<file path="src/rtl/vec_mem_sequencer_if.sv">
// Request, data-memory and writeback bundle between the pipeline and the
// vector memory sequencer.
interface vec_mem_sequencer_if #(
  parameter int LANES  = 4,
  parameter int DATA_W = 16,
  parameter int ADDR_W = 16,
  parameter int REG_W  = 4
);
  logic                    req_valid;
  logic                    req_ready;
  logic                    req_store;
  logic                    req_vector;
  logic [ADDR_W-1:0]       req_addr;
  logic [LANES*DATA_W-1:0] req_wdata;
  logic [REG_W-1:0]        req_reg;
  logic                    stall;
  logic [ADDR_W-1:0]       mem_addr;
  logic                    mem_re;
  logic                    mem_we;
  logic [DATA_W-1:0]       mem_wdata;
  logic [DATA_W-1:0]       mem_rdata;
  logic                    wb_valid;
  logic                    wb_vector;
  logic [REG_W-1:0]        wb_reg;
  logic [LANES*DATA_W-1:0] wb_data;
  logic                    done;

  modport master (
    output req_valid, req_store, req_vector, req_addr, req_wdata, req_reg,
    output mem_rdata,
    input  req_ready, stall, mem_addr, mem_re, mem_we, mem_wdata,
    input  wb_valid, wb_vector, wb_reg, wb_data, done
  );

  modport slave (
    input  req_valid, req_store, req_vector, req_addr, req_wdata, req_reg,
    input  mem_rdata,
    output req_ready, stall, mem_addr, mem_re, mem_we, mem_wdata,
    output wb_valid, wb_vector, wb_reg, wb_data, done
  );
endinterface

</file>
<file path="src/rtl/vec_mem_sequencer.sv">
// Multi-cycle scalar/vector load-store sequencer for the single-port data
// memory: one lane access per cycle, loads assembled into one writeback.
module vec_mem_sequencer #(
  parameter int LANES  = 4,
  parameter int DATA_W = 16,
  parameter int ADDR_W = 16,
  parameter int REG_W  = 4
) (
  input logic                clk,
  input logic                rst_n,
  vec_mem_sequencer_if.slave bus
);
  localparam int LW = (LANES > 1) ? $clog2(LANES) : 1;

  typedef enum logic [1:0] {IDLE, ACCESS, DRAIN, WB} state_e;

  state_e                       state_q, state_d;
  logic [LW-1:0]                lane_q, lane_d;
  logic [LW-1:0]                rd_lane_q, rd_lane_d;
  logic                         rd_pend_q, rd_pend_d;
  logic                         store_q, store_d;
  logic                         vector_q, vector_d;
  logic [ADDR_W-1:0]            addr_q, addr_d;
  logic [REG_W-1:0]             reg_q, reg_d;
  logic [LANES-1:0][DATA_W-1:0] wdata_q, wdata_d;
  logic [LANES-1:0][DATA_W-1:0] wb_data_q, wb_data_d;
  logic [LW-1:0]                last_lane;

  always_comb begin
    state_d   = state_q;
    lane_d    = lane_q;
    rd_lane_d = rd_lane_q;
    rd_pend_d = 1'b0;
    store_d   = store_q;
    vector_d  = vector_q;
    addr_d    = addr_q;
    reg_d     = reg_q;
    wdata_d   = wdata_q;
    wb_data_d = wb_data_q;
    last_lane = vector_q ? LW'(LANES - 1) : '0;

    bus.req_ready = 1'b0;
    bus.stall     = (state_q != IDLE);
    bus.mem_addr  = '0;
    bus.mem_re    = 1'b0;
    bus.mem_we    = 1'b0;
    bus.mem_wdata = '0;
    bus.wb_valid  = 1'b0;
    bus.wb_vector = 1'b0;
    bus.wb_reg    = '0;
    bus.wb_data   = wb_data_q;
    bus.done      = 1'b0;

    case (state_q)
      IDLE: begin
        bus.req_ready = 1'b1;
        if (bus.req_valid) begin
          store_d  = bus.req_store;
          vector_d = bus.req_vector;
          addr_d   = bus.req_addr;
          wdata_d  = bus.req_wdata;
          reg_d    = bus.req_reg;
          lane_d   = '0;
          state_d  = ACCESS;
          if (!bus.req_store) wb_data_d = '0;
        end
      end
      ACCESS: begin
        bus.mem_addr = addr_q + ADDR_W'(lane_q);
        if (store_q) begin
          bus.mem_we    = 1'b1;
          bus.mem_wdata = wdata_q[lane_q];
        end else begin
          bus.mem_re = 1'b1;
          rd_pend_d  = 1'b1;
          rd_lane_d  = lane_q;
        end
        if (lane_q == last_lane) begin
          if (store_q) begin
            bus.done = 1'b1;
            state_d  = IDLE;
          end else begin
            state_d = DRAIN;
          end
        end else begin
          lane_d = lane_q + LW'(1);
        end
      end
      DRAIN: state_d = WB;
      WB: begin
        bus.wb_valid  = 1'b1;
        bus.wb_vector = vector_q;
        bus.wb_reg    = reg_q;
        bus.done      = 1'b1;
        state_d       = IDLE;
      end
      default: state_d = IDLE;
    endcase

    // Read data lags mem_re by one cycle, so capture uses the lane latched with it.
    if (rd_pend_q) wb_data_d[rd_lane_q] = bus.mem_rdata;
  end

  always_ff @(posedge clk or negedge rst_n) begin
    if (!rst_n) begin
      state_q   <= IDLE;
      lane_q    <= '0;
      rd_lane_q <= '0;
      rd_pend_q <= 1'b0;
      store_q   <= 1'b0;
      vector_q  <= 1'b0;
      addr_q    <= '0;
      reg_q     <= '0;
      wdata_q   <= '0;
      wb_data_q <= '0;
    end else begin
      state_q   <= state_d;
      lane_q    <= lane_d;
      rd_lane_q <= rd_lane_d;
      rd_pend_q <= rd_pend_d;
      store_q   <= store_d;
      vector_q  <= vector_d;
      addr_q    <= addr_d;
      reg_q     <= reg_d;
      wdata_q   <= wdata_d;
      wb_data_q <= wb_data_d;
    end
  end
endmodule

</file>
<file path="src/flat_wrapper.sv">
// flat-port wrapper written by rule: the top's interface ports become plain ports
module vec_mem_sequencer_flat 
#(
  parameter int LANES  = 4,
  parameter int DATA_W = 16,
  parameter int ADDR_W = 16,
  parameter int REG_W  = 4
)
  (clk, rst_n, bus_req_valid, bus_req_store, bus_req_vector, bus_req_addr, bus_req_wdata, bus_req_reg, bus_mem_rdata, bus_req_ready, bus_stall, bus_mem_addr, bus_mem_re, bus_mem_we, bus_mem_wdata, bus_wb_valid, bus_wb_vector, bus_wb_reg, bus_wb_data, bus_done);
  vec_mem_sequencer_if #(.LANES(LANES), .DATA_W(DATA_W), .ADDR_W(ADDR_W), .REG_W(REG_W)) bus_i ();
  input logic clk;
  input logic rst_n;
  input wire logic [$bits(bus_i.req_valid)-1:0] bus_req_valid;
  input wire logic [$bits(bus_i.req_store)-1:0] bus_req_store;
  input wire logic [$bits(bus_i.req_vector)-1:0] bus_req_vector;
  input wire logic [$bits(bus_i.req_addr)-1:0] bus_req_addr;
  input wire logic [$bits(bus_i.req_wdata)-1:0] bus_req_wdata;
  input wire logic [$bits(bus_i.req_reg)-1:0] bus_req_reg;
  input wire logic [$bits(bus_i.mem_rdata)-1:0] bus_mem_rdata;
  output wire logic [$bits(bus_i.req_ready)-1:0] bus_req_ready;
  output wire logic [$bits(bus_i.stall)-1:0] bus_stall;
  output wire logic [$bits(bus_i.mem_addr)-1:0] bus_mem_addr;
  output wire logic [$bits(bus_i.mem_re)-1:0] bus_mem_re;
  output wire logic [$bits(bus_i.mem_we)-1:0] bus_mem_we;
  output wire logic [$bits(bus_i.mem_wdata)-1:0] bus_mem_wdata;
  output wire logic [$bits(bus_i.wb_valid)-1:0] bus_wb_valid;
  output wire logic [$bits(bus_i.wb_vector)-1:0] bus_wb_vector;
  output wire logic [$bits(bus_i.wb_reg)-1:0] bus_wb_reg;
  output wire logic [$bits(bus_i.wb_data)-1:0] bus_wb_data;
  output wire logic [$bits(bus_i.done)-1:0] bus_done;
  assign bus_i.req_valid = bus_req_valid;
  assign bus_i.req_store = bus_req_store;
  assign bus_i.req_vector = bus_req_vector;
  assign bus_i.req_addr = bus_req_addr;
  assign bus_i.req_wdata = bus_req_wdata;
  assign bus_i.req_reg = bus_req_reg;
  assign bus_i.mem_rdata = bus_mem_rdata;
  assign bus_req_ready = bus_i.req_ready;
  assign bus_stall = bus_i.stall;
  assign bus_mem_addr = bus_i.mem_addr;
  assign bus_mem_re = bus_i.mem_re;
  assign bus_mem_we = bus_i.mem_we;
  assign bus_mem_wdata = bus_i.mem_wdata;
  assign bus_wb_valid = bus_i.wb_valid;
  assign bus_wb_vector = bus_i.wb_vector;
  assign bus_wb_reg = bus_i.wb_reg;
  assign bus_wb_data = bus_i.wb_data;
  assign bus_done = bus_i.done;
  vec_mem_sequencer #(.LANES(LANES), .DATA_W(DATA_W), .ADDR_W(ADDR_W), .REG_W(REG_W)) u_core (.clk(clk), .rst_n(rst_n), .bus(bus_i));
endmodule
</file>
<file path="config.mk">
export PLATFORM = sky130hd
export DESIGN_NAME = vec_mem_sequencer_flat
export DESIGN_NICKNAME = d
export VERILOG_FILES = /design/src/rtl/vec_mem_sequencer_if.sv /design/src/rtl/vec_mem_sequencer.sv /design/src/flat_wrapper.sv
export SDC_FILE = /design/constraint.sdc
export NUM_CORES = 1
export LEC_CHECK = 0
export ABC_AREA = 1
export BUFFER_PORTS_ARGS = -buffer_cell sky130_fd_sc_hd__clkbuf_2
export CAP_MARGIN = 5
export CORE_MARGIN = 3
export CORE_UTILIZATION = 50
export DETAILED_ROUTE_END_ITERATION = 8
export PLACE_DENSITY = 0.86
export REMOVE_ABC_BUFFERS = 1
export SYNTH_ARGS = -nofsm -noshare
export SYNTH_HDL_FRONTEND = slang
export SYNTH_SLANG_ARGS = --single-unit
</file>
<file path="constraint.sdc">
create_clock -name clk -period 2.46 [get_ports clk]
set_clock_uncertainty 0.15 [all_clocks]
set_input_delay 0.738 -clock clk [delete_from_list [all_inputs] [get_ports clk]]
set_output_delay 0.738 -clock clk [all_outputs]
set_load 0.1 [all_outputs]
</file>
==> out/metrics.cfg, run 1 <==
[drt]
wl_per_cell_microns=17.63
dr_total_vias=7139
first_iter_violations=520
dr.pass1.iters=5
wirelength_mm=22.65
drt-vias-per-instance=5.556
post-route-drc-count=0
ant_nets=0

[grt]
overflow=0
track_usage_pct=25.74
grt_max_degree=66
grt_pass1_wl_mm=32.87
antenna_found_initial=0
first_global_vias=6798

[timing]
holdWs_ns=0.05584
rsz0062_at_grt=true
min_period_ns=3.017
drv_slew=0
fin_ws_ns=-0.5573
tightest_slew_ns=0.5783
setup_viol=34
max_freq_ghz=0.3314
maxSlewHeadroom_pct=61.61
post-route-period-util_pct=122.7
hold_viol_final=0

[synth]
yosys_register_bits=157
synth_cell_type_count=27
syn-cell-area_sq_mm=0.007221
avgSynthCellArea_sq_um=8.348
netlist.area_leader.share_pct=54.41
netlist_instances=865
synth_area_leaders=dfrtp_1 54%, nand3_1 10%, nand2_1 9.7%
seq_area_frac_synth_pct=54.41
ys_warn_count=0
yosysTopAreaCell=dfrtp_1

[final_layout]
utilization_pct=76.31
nNetsFinal=1200
layout-area-overhead-vs-synth_pct=47.83
drive_gt1_share_pct=37.83
antenna_cells=0
fin_cells=1285
design_area_sq_mm=0.01067

[critical_path]
path_cells=ha_4, fa_2, nand2_4, nor2_2, nand2_2, nand2_1, nor2_2, buf_12
cp.buffers_inverters=1
r2r_end=u_core.wdata_q[2]$_DFFE_PN0P_
endpoint=bus_mem_addr[6]
critPathLaunchType=flop
critPathKind=reg -> out
crit_top_cell=nor2_2
reg2reg_depth=7
crit_start=u_core.lane_q[0]$_DFFE_PN0P_
critPathMaxFanout=4
max_stage_delay_ns=0.43
worstSetupPathDepth=8
cp_top_family=adder cells
ff2ff_setup_slack_ns=0.62
r2r-start=u_core.state_q[0]$_DFFE_PN0P_
cp_slowest_cell=dfrtp_2
endpoint_kind=output port
arrival_ns=2.13
required_ns=1.57

[placed_design]
port_buffers=211
gp_congestion=0.8923
dp.cells=1231
post_dp_cell_area_sq_mm=0.009010
hpwl_mm=13.65

[min_path]
hold_class=in -> async

[clock_network]
clock_latency_ns=0.42
cts_tree=done
cts_max_level=4
clk_pin_slew_ns=0.06
ctsLongestPathBuffers=2
root_buffer=clkbuf_16
cts_made_buffers=17
clkSinkCount=157

[floorplan]
die_y_microns=126.2
core_sq_mm=0.01399
rows=43
dieArea_sq_mm=0.01592
initial_core_util_pct=51.62
die_w_microns=126.2
io_pins=212

[flow_run]
maxCapViolCount=0

[status]
status=finished, violations left
violations=setup timing

[per-layer routing]
metal	up-vias	global-route usage, %	share of wire [%]
met1	3412	30.84	38
met4	0	11.67	3.9
met3	84	5.937	6.3
met2	346	44.26	52
li1	3297	-	-
met5	-	0	0
[worst min-delay path by stage]
stage | start | to | slack (ns) | cells after the start
2_1_floorplan | rst_n | asynchronous set/reset pin | 0.29 | 0
3_3_place_gp | u_core.wdata_q[54]$_DFFE_PN0P_ | u_core.wdata_q[54]$_DFFE_PN0P_ | 0.30 | 2
3_5_place_dp | u_core.wdata_q[31]$_DFFE_PN0P_ | u_core.wdata_q[31]$_DFFE_PN0P_ | 0.30 | 2
4_1_cts | rst_n | u_core.bus.wb_data[12]$_DFF_PN0_ | 0.06 | 1
5_1_grt | rst_n | u_core.bus.wb_data[44]$_DFF_PN0_ | 0.06 | 1
6_report | rst_n | u_core.bus.wb_data[12]$_DFF_PN0_ | 0.06 | 1
[cell usage in the layout (no fill, tap or decap), types with 2 or more instances in the layout]
master and instances:
clkinv_2 3, inv_2 7, nand4_1 3, o21ai_4 14
buf_16 2, clkinvlp_4 2, a21oi_1 11, clkbuf_1 4
nand3_1 145, clkbuf_2 168, o21ai_0 52, nand2_4 3
o21ai_1 32, clkbuf_16 20, a21oi_2 15, nor2_1 71
buf_12 48, bufinv_16 5, dfrtp_2 4, nand2_2 7
o21ai_2 13, nand3_4 2, nor2_2 24, dfrtp_1 153
ha_4 2, nor2_4 16, a21oi_4 8, inv_1 35
buf_6 9, buf_4 35, nand2_8 2, nand2_1 176
[state kept, by name, indices dropped and copies added (netlist names), named ones only]
name / count
u_core.store_q: 1
u_core.rd_lane_q: 2
u_core.lane_q: 2
u_core.addr_q: 16
u_core.bus.wb_data: 64
u_core.state_q: 1
u_core.vector_q: 1
u_core.reg_q: 4
u_core.rd_pend_q: 1
u_core.wdata_q: 64
[worst reg2reg max path: cells and delay by family, from the launching register on]
family	cells	cell delay, ns
buffers and inverters	3	0.64
DFF	1	0.41
and+or+nand+nor	4	0.50
[cells in the mapped netlist]
cell,instances
nand2_1,186
dfrtp_1,157
nand3_1,147
nor2_1,110
o21ai_0,91
inv_1,42
a21oi_1,29
buf_2,26
o21ai_1,20
clkbuf_1,15
buf_6,14
a21oi_2,5
inv_2,4
nand4_1,3
buf_8,2
ha_1,2
nand2_2,2
a21boi_0,1
buf_4,1
clkinv_1,1
fa_1,1
nand3b_4,1
nor2_4,1
nor3_1,1
o21bai_1,1
o22ai_1,1
xor2_1,1
[stage by stage]
step | TNS, ns | worst slack, ns
after floorplan | -183.88 | -1.719
after global placement | -1.222 | -0.2484
after detailed placement | -1.692 | -0.3011
after CTS | -13.01 | -0.5331
after global routing | -16.41 | -0.6294
final | -14.08 | -0.5573
[what timing repair did]
item,CTS,global route
endpoints found under the setup margin,33,37
setup buffers,5,16
resized for setup,62,162
hold endpoints to repair,0,0
pin swaps,22,56
hold buffers,0,0
cloned,3,2
[area by class of cell]
| cell class | instances | area [sq um] |
|---|---|---|
| clock buffers | 21 | 440.4 |
| inverters | 47 | 207.7 |
| repair buffers | 266 | 2311 |
| well taps | 180 | 225.2 |
| fillers | 886 | 3314 |
| clock inverters | 11 | 190.2 |
| multi-input cells | 603 | 3366 |
| flip-flops and latches | 157 | 3934 |
[cell families after synthesis]
family | after synthesis | synth area share [%]
AO/OA/AOI/OAI | 148 | 10.60
AND/OR/NAND/NOR | 451 | 26.51
XOR/XNOR | 1 | 0.1213
buffers and inverters | 105 | 7.728
flip-flops | 157 | 54.41
adder cells (fa/ha/maj) | 3 | 0.6238
Power of run 1 is not shown: default switching activity piles up to over one toggle a cycle in this logic, so the estimate is an artifact.
==> inputs of run 2 (changes only) <==
--- a/config.mk
+++ b/config.mk
@@ -5,7 +5,7 @@
 export SDC_FILE = /design/constraint.sdc
 export NUM_CORES = 1
 export LEC_CHECK = 0
-export ABC_AREA = 1
+export ABC_AREA = 0
 export BUFFER_PORTS_ARGS = -buffer_cell sky130_fd_sc_hd__clkbuf_2
 export CAP_MARGIN = 5
 export CORE_MARGIN = 3
==> run 2 against run 1 <==
Setup slack worse by 0.024 ns. Count of clock-buffer cells in the layout up 1. Highest routed layer unchanged. Critical path type unchanged. Critical endpoint is now bus_mem_addr[14]. Routed wire length down 9.9%. First-iteration DRC count down 41%. Maximum frequency down 0.79%. Critical path depth down 2. Die area down 6.5%. Register-to-register slack worse by 0.39 ns. Via count down 26%. The flow still finishes with violations (setup timing).
==> out/metrics.cfg, run 2 <==
[final_layout]
antenna_cells=0
nNetsFinal=830
multiInputGateArea_sq_mm=0.002929
final_common_cell=clkbuf_2
mostFrequentLayoutCells=167 x clkbuf_2, 155 x dfrtp_1, 87 x mux2_2
design_area_sq_mm=0.009926
layout-area-overhead-vs-synth_pct=47.51
regArea_sq_mm=0.003931
drive_gt1_share_pct=63.40
fill_cells=714

[clock_network]
clk_pin_slew_ns=0.06
root_buffer=clkbuf_16
ctsLongestPathBuffers=2
clkSinkCount=157
cts_made_buffers=17
cts_max_level=4
clock_latency_ns=0.42
cts_tree=done

[placed_design]
post_dp_cell_area_sq_mm=0.008643
hpwl_mm=12.71
gp_congestion=0.8208
port_buffers=211

[min_path]
min_from=u_core.wdata_q[41]$_DFFE_PN0P_
min_to=u_core.wdata_q[41]$_DFFE_PN0P_
hold_class=reg -> reg
holdPathStages=1

[status]
status=finished, violations left
violations=setup timing

[critical_path]
required_ns=1.57
critPathLaunchType=flop
r2r_end=u_core.wdata_q[59]$_DFFE_PN0P_
arrival_ns=2.15
critPathMaxFanout=6
ff2ff_setup_slack_ns=0.23
critPathKind=reg -> out
endpoint_kind=output port
reg2reg_depth=6

[timing]
fin_ws_ns=-0.5812
max_freq_ghz=0.3288
rsz0062_at_grt=true
drv_slew=0
min_period_ns=3.041
post-route-period-util_pct=123.6
maxSlewHeadroom_pct=49.96
hold_viol_final=0
setup_viol=36
tightest_slew_ns=0.7506
holdWs_ns=0.3518

[drt]
m1WireLength_mm=7.461
first_iter_violations=309
drt-vias-per-instance=5.840
route.met2.wl_mm=10.41
ant_nets=0
post-route-drc-count=0
wirelength_mm=20.41
dr.pass1.iters=5
dr_total_vias=5297
wl_met3_mm=1.878
wl_per_cell_microns=22.50
routed.top_layer=met4

[grt]
grt_pass1_wl_mm=30.36
first_global_vias=5680
track_usage_pct=26.92
overflow=0
grt_max_degree=85
antenna_found_initial=0

[floorplan]
die_w_microns=122.0
dieArea_sq_mm=0.01489
rows=41
initial_core_util_pct=52.26
die_y_microns=122.0
io_pins=212
core_sq_mm=0.01288

[synth]
seq_area_frac_synth_pct=58.39
synth_fa_ha_area_share_pct=0.6694
synth_area_leaders=dfrtp_1 58%, mux2_2 15%, a22o_1 8.3%
dominantRegCellSynth=dfrtp_1
syn-cell-area_sq_mm=0.006729
avgSynthCellArea_sq_um=14.20
yosysTopAreaCell=dfrtp_1
post_synth_and_or_nand_nor_area_fraction_pct=7.140
netlist.area_leader.share_pct=58.39
synth_top_family_by_area=multiplexers
netlist_instances=474
yosys_register_bits=157
muxShareOfSynthArea_pct=20.06
synth_compound_area_share_pct=9.557
synth_cell_type_count=39
synth_edf_count=0
yosysMostFrequentCell=dfrtp_1
async_flop_share_pct=100.0
synth_xor_area_share_pct=1.562
synth_common_cells=157 x dfrtp_1, 87 x mux2_2, 64 x a22o_1
ys_warn_count=0

[flow_run]
maxCapViolCount=0

[run 2: changes by cell type in the layout (fill, tap and decap cells not counted), moves of 31 or more]
cell | before | now
nand2_1 | 176 | 7
nand3_1 | 145 | 1
mux2_2 | 0 | 87
nor2_1 | 71 | 3
a22o_1 | 0 | 64
o21ai_0 | 52 | 8
inv_1 | 35 | 3
o21ai_1 | 32 | 1
[run 2: stage by stage]
stage / TNS (ns) / instances / setup WS (ns) / util [%]
after CTS: -13.74 / 898 / -0.5017 / 75.07
after floorplan: -923.29 / 441 / -6.094 / -
after detailed placement: -4.013 / 854 / -0.2664 / 67.13
after global routing: -16.19 / 907 / -0.6277 / 77.09
after global placement: -2.561 / 854 / -0.2182 / 67.13
final: -14.40 / 907 / -0.5812 / 77.09
[run 2: worst max-delay path by stage]
| stage | startpoint | end | cells after the start |
|---|---|---|---|
| 6_report | u_core.lane_q[0]$_DFFE_PN0P_ | bus_mem_addr[14] | 6 |
| 5_1_grt | u_core.lane_q[1]$_DFFE_PN0P_ | bus_mem_addr[15] | 6 |
| 4_1_cts | u_core.addr_q[1]$_DFFE_PN0P_ | bus_mem_addr[13] | 6 |
| 3_5_place_dp | u_core.addr_q[0]$_DFFE_PN0P_ | bus_mem_addr[12] | 6 |
| 3_3_place_gp | u_core.addr_q[0]$_DFFE_PN0P_ | bus_mem_addr[12] | 6 |
| 2_1_floorplan | bus_req_valid | u_core.bus.wb_data[32]$_DFF_PN0_ | 4 |
[run 2: critical path: stages (launching register included)]
cell	delay, ns
dfrtp_2	0.43
ha_4	0.18
fa_2	0.46
nand4_1	0.19
xnor2_1	0.10
nor2_2	0.17
buf_12	0.19
[run 2: what timing repair did]
action | in CTS | in global routing
pin swaps | 38 | 15
setup endpoints to repair | 39 | 42
hold buffers | 1 | 0
gates resized for setup | 69 | 55
endpoints found under the hold margin | 14 | 0
setup buffers | 9 | 8
gates cloned | 2 | 2
[run 2: logic make-up after synthesis]
logic type	count (synthesis)
flip-flops	157
AO/OA/AOI/OAI	79
adder cells (fa/ha/maj)	3
buffers and inverters	37
XOR/XNOR	12
AND/OR/NAND/NOR	82
multiplexers	104
[run 2: layer usage]
metal	GRT usage [%]	vias up
met1	30.40	2694
met5	0	-
met2	46.17	288
met3	9.842	55
met4	11.27	0
li1	-	2260
[run 2: final cells by class]
class | count | area share (%)
Clock buffer | 22 | 4.979
Clock inverter | 10 | 1.261
Timing Repair Buffer | 261 | 22.32
Tap cell | 172 | 2.168
Inverter | 4 | 0.1513
Multi-Input combinational cell | 281 | 29.51
Sequential cell | 157 | 39.61
Power of run 2 is left out for the same reason.
